==> src/rtl/fetch_sequencer.sv <==
// fetch_sequencer: owns the PC, fetches over imem req/ack and hands words to the decoder,
// redirecting on resolved branches and discarding fetches made stale by a redirect.
module fetch_sequencer #(
    parameter int                    DATA_WIDTH = 8,
    parameter logic [DATA_WIDTH-1:0] RESET_PC   = '0,
    parameter logic [DATA_WIDTH-1:0] PC_STEP    = DATA_WIDTH'(1)
) (
    input  logic                  clk,
    input  logic                  rst_n,
    input  logic                  i_run,
    output logic                  o_imem_req,
    output logic [DATA_WIDTH-1:0] o_imem_addr,
    input  logic                  i_imem_ack,
    input  logic [DATA_WIDTH-1:0] i_imem_data,
    output logic                  o_instr_valid,
    output logic [DATA_WIDTH-1:0] o_instr,
    input  logic                  i_instr_ready,
    output logic [DATA_WIDTH-1:0] o_program_count,
    input  logic                  i_branch_valid,
    input  logic [DATA_WIDTH-1:0] i_branch_addr,
    output logic                  o_busy
);
    typedef enum logic [1:0] {IDLE, FETCH, ISSUE, FLUSH} state_e;

    state_e                state_q, state_d;
    logic [DATA_WIDTH-1:0] pc_q, pc_d;
    logic [DATA_WIDTH-1:0] addr_q, addr_d;
    logic [DATA_WIDTH-1:0] instr_q, instr_d;
    logic                  req_q, req_d;
    logic                  valid_q, valid_d;
    logic                  busy_q;
    logic [DATA_WIDTH-1:0] tgt_pc;

    always_ff @(posedge clk or negedge rst_n) begin
        if (!rst_n) begin
            state_q <= IDLE;
            pc_q    <= RESET_PC;
            addr_q  <= '0;
            instr_q <= '0;
            req_q   <= 1'b0;
            valid_q <= 1'b0;
            busy_q  <= 1'b0;
        end else begin
            state_q <= state_d;
            pc_q    <= pc_d;
            addr_q  <= addr_d;
            instr_q <= instr_d;
            req_q   <= req_d;
            valid_q <= valid_d;
            busy_q  <= state_d != IDLE;
        end
    end

    // A branch arriving this cycle wins over both the current and the incremented PC.
    assign tgt_pc = i_branch_valid ? i_branch_addr : pc_q;

    always_comb begin
        state_d = state_q;
        pc_d    = tgt_pc;
        addr_d  = addr_q;
        instr_d = instr_q;
        req_d   = req_q;
        valid_d = valid_q;
        case (state_q)
            IDLE: begin
                if (i_run) begin
                    state_d = FETCH;
                    req_d   = 1'b1;
                    addr_d  = tgt_pc;
                end
            end
            FETCH: begin
                if (i_imem_ack) begin
                    req_d   = 1'b0;
                    state_d = i_branch_valid ? IDLE : ISSUE;
                    if (!i_branch_valid) begin
                        valid_d = 1'b1;
                        instr_d = i_imem_data;
                        pc_d    = pc_q + PC_STEP;
                    end
                end else if (i_branch_valid) begin
                    state_d = FLUSH;
                end
            end
            ISSUE: begin
                if (i_instr_ready || i_branch_valid) begin
                    valid_d = 1'b0;
                    state_d = IDLE;
                end
            end
            FLUSH: begin
                if (i_imem_ack) begin
                    req_d   = 1'b0;
                    state_d = IDLE;
                end
            end
            default: state_d = IDLE;
        endcase
    end

    assign o_imem_req      = req_q;
    assign o_imem_addr     = addr_q;
    assign o_instr_valid   = valid_q;
    assign o_instr         = instr_q;
    assign o_program_count = pc_q;
    assign o_busy          = busy_q;
endmodule

==> config.mk <==
export PLATFORM = sky130hd
export DESIGN_NAME = fetch_sequencer
export DESIGN_NICKNAME = d
export VERILOG_FILES = /design/src/rtl/fetch_sequencer.sv
export SDC_FILE = /design/constraint.sdc
export NUM_CORES = 1
export LEC_CHECK = 0
export BUFFER_PORTS_ARGS = -buffer_cell sky130_fd_sc_hd__buf_2
export CAP_MARGIN = 20
export CORE_MARGIN = 2
export CORE_UTILIZATION = 45
export CTS_BUF_LIST = sky130_fd_sc_hd__clkbuf_8 sky130_fd_sc_hd__clkbuf_16
export DETAILED_ROUTE_END_ITERATION = 12
export GPL_TIMING_DRIVEN = 0
export PLACE_DENSITY = 0.74
export SYNTH_ARGS = -nofsm -noshare
export SYNTH_HDL_FRONTEND = slang
export SYNTH_SLANG_ARGS = --single-unit
==> constraint.sdc <==
create_clock -name clk -period 3.5 [get_ports clk]
set_input_delay 0.35 -clock clk [delete_from_list [all_inputs] [get_ports clk]]
set_output_delay 0.35 -clock clk [all_outputs]
set_load 0.01 [all_outputs]
==> key figures <==
STA
  – Crit share post-route: 46.0%
  – Final hold violation count: 0
  – Fmax: 621 MHz
  – Unrepaired setup endpoints after global routing: no
  – Layout Skew: 0.00669 ns
  – # setup viols final: 0
  – Setup TNS: 0 ns
  – Hold Slack: 0.0926 ns
  – Actual slew at the worst max-slew pin: 0.633 ns
  – Final worst setup slack: 1.89 ns
  – Pins Over Slew Limit: 0
  – Worst slew margin: 57.6%
  – Period minus WS final: 1.61 ns

Clock network
  – CTS Buf Count: 5
  – Setup Buffers After CTS: 0
  – TritonCTS clock tree: done
  – # H-tree levels: 2
  – Skew-Pair Late Insertion Delay: 0.28 ns
  – CTS Buffer Depth: 2
  – Cts hold-fix bufs: 0
  – CTS clk-pin slew, worst paths: 0.06 ns
  – # clock sinks: 29
  – Post_cts resized: 0
  – CTS root buffer: clkbuf_8

GRT
  – Grt total ovfl: 0
  – Initial antenna violation count: 0
  – Largest net degree at the start of global routing: 30
  – Vias in the first global route: 1038
  – Overall routing resource usage: 18.3%
  – First-pass GRT wire length: 4650 um

Run
  – Max-cap violations: 0

Setup path
  – Max FO, Critical Path: 10
  – Worst path arrival time: 1.82 ns
  – Max incr delay on CP: 0.53 ns
  – Top delay family on crit path: simple AND/OR/NAND/NOR gates
  – Crit Path Category: reg2reg
  – Crit-path cells: buf_6, nor3b_2, buf_2, nor2_1, a21oi_1
  – Bufs and invs on worst path: 2
  – Critical path required time: 3.70 ns
  – Worst Setup Start Kind: flip-flop
  – CP max stage cell: nor3b_2
  – Critical Path Sink Type: flip-flop

Logic synthesis
  – Syn Area/Cell: 10.9 sq um
  – Ys Warns: 0
  – Largest family of logic cells by synthesized area: simple AND/OR/NAND/NOR gates
  – Mux share of post-synthesis cell area: 11.9%
  – FF+latch count, synth: 29
  – Post-synthesis sequential area ratio: 54.1%
  – Cells after synthesis: 123
  – Synth Area in Compound Gates: 9.98%
  – Netlist cell types: 29
  – Total nets after synthesis: 146
  – Mapped Area: 1340 sq um
  – XOR/XNOR Fraction of Synth Area: 0.653%
  – Adder-Cell Fraction of Synth Area: 0.933%
  – Simple-Gate Fraction of Synth Area: 18.3%

Hold path
  – Hold Path Class: in2async

Detailed routing
  – Initial DRT Pass Iterations: 9
  – Vias: 1132
  – Vias/cell: 5.39
  – Post-DR wirelength/cell: 13.6 um
  – Final WL: 2860 um
  – First DRT Iteration DRCs: 51
  – Final ANT Viol Nets: 0
  – DRC Markers: 3

Floorplan
  – I/O pin count: 49
  – Core region area: 2810 sq um
  – # rows: 19
  – Die width: 58.6 um
  – Initial core utilization: 47.8%
  – Floorplan die height: 58.6 um
  – Die Footprint: 3430 sq um

Final layout
  – Final #Nets: 201
  – Diode count: 0
  – Proportion of layout cells with a drive suffix above 1: 40.2%
  – Final core utilization: 61.4%
  – Non-filler cells, final: 210
  – Reg area: 726 sq um
  – Area growth from synthesis to final layout: 28.4%
  – Filler instances: 250
  – Multi-input gate area: 561 sq um

Placed design
  – PortBufs: 48
  – GPL Wtd Cong: 0.816
  – Placed insts: 202
  – DP HPWL: 2080 um
  – Place WS: 1.88 ns

Power and ir drop
  – Static Leak: 0.830 nW
  – Worst IR Drop VDD: 378 uV
  – PD cells: 728 nW/um^2

Outcome
  – Outcome: finished, violations left
  – Failing checks: DRC
==> metrics by stage <==
stage / power (mW) / instance area, sq um
after global placement: 0.953 / 1620
final: 1.25 / 1720
after CTS: 1.27 / 1720
after floorplan: 0.785 / 1340
after detailed placement: 0.967 / 1620
after global routing: 1.34 / 1720
==> cell usage after synthesis <==
cell type,n,area (sq um)
nand4b_1,1,8.76
buf_2,2,10.0
nand2_1,11,41.3
inv_1,2,7.51
nor2b_1,2,12.5
nand4_1,1,6.26
nor3b_2,1,12.5
and4bb_2,1,12.5
dfrtp_1,29,726
ha_1,1,12.5
o21ai_0,8,40.0
a21oi_1,8,40.0
or4_1,4,30.0
nand3b_1,2,15.0
or2_2,1,6.26
a31oi_1,5,31.3
and2b_1,2,15.0
nor4_1,1,6.26
a21o_1,1,7.51
xor2_1,1,8.76
mux2_2,8,90.1
nor3b_1,1,7.51
nor3_1,1,5.00
buf_6,3,33.8
nand3_1,5,25.0
clkbuf_1,1,3.75
o31ai_1,2,15.0
nor2_1,11,41.3
mux2i_1,7,70.1
==> layout make-up <==
type	count	area share, %
Buffer	6	2.76
Clock buffer	7	5.60
Clock inverter	1	0.291
Inverter	2	0.436
Multi-Input combinational cell	86	32.6
Sequential cell	29	42.2
Tap cell	31	2.25
Timing Repair Buffer	48	14.0
==> power breakdown <==
group	internal [mW]	switching (mW)
Sequential	0.462	0.0746
Clock	0.177	0.122
Combinational	0.203	0.214
Total	0.842	0.411
==> metal layers <==
layer	wire (um)	global-route usage [%]	up-vias
met1	1290	23.4	535
met4	41	8.77	0
met2	1360	28.9	36
li1	-	-	556
met3	169	5.05	5
met5	0	0	-
==> cells in the final DEF, fill, tap and decap left out, types with 2 or more instances in the layout <==
master	synthesis	final
buf_2	2	50
mux2_2	8	8
a21oi_1	8	8
nand2_1	11	11
inv_1	2	2
mux2i_1	7	7
o21ai_0	8	8
nand3_1	5	5
nand3b_1	2	2
and2b_1	2	2
buf_6	3	3
nor2b_1	2	2
o31ai_1	2	2
nor2_1	11	11
or4_1	4	4
clkbuf_8	0	7
a31oi_1	5	5
dfrtp_1	29	29
==> sequential cells by signal, indices dropped and copies added (netlist names) <==
signal / cells
o_imem_addr: 8
o_instr: 8
o_busy: 1
o_imem_req: 1
state_q: 2
o_instr_valid: 1
o_program_count: 8
==> worst register-to-register path, cell delays in order, from the launching register on <==
cell	delay, ns
dfrtp_1	0.37
buf_6	0.13
nor3b_2	0.53
buf_2	0.35
nor2_1	0.06
a21oi_1	0.10
==> kinds of logic after synthesis <==
group,Yosys count
and+or+nand+nor,45
DFF,29
AOI/OAI and AO/OA,24
muxes,15
buffers and inverters,8
xor gates and xnor gates,1
adders and majority gates,1
==> final timing paths <==
| kind | start | to | slack, ns | cells past startpoint |
|---|---|---|---|---|
| worst max-delay path | state_q[0] | o_imem_addr[6] | 1.89 | 5 |
| worst min-delay path | rst_n | o_imem_addr[5] | 0.09 | 1 |
| worst max register to register | state_q[0] | o_imem_addr[6] | 1.89 | 5 |
| worst min register to register | o_imem_req | o_imem_req | 0.48 | 1 |
| max in group asynchronous | rst_n | o_program_count[7] | 3.00 | 1 |
| min in group clk | i_branch_addr[3] | o_program_count[3] | 0.29 | 3 |
(Power assumes the default switching activity.)
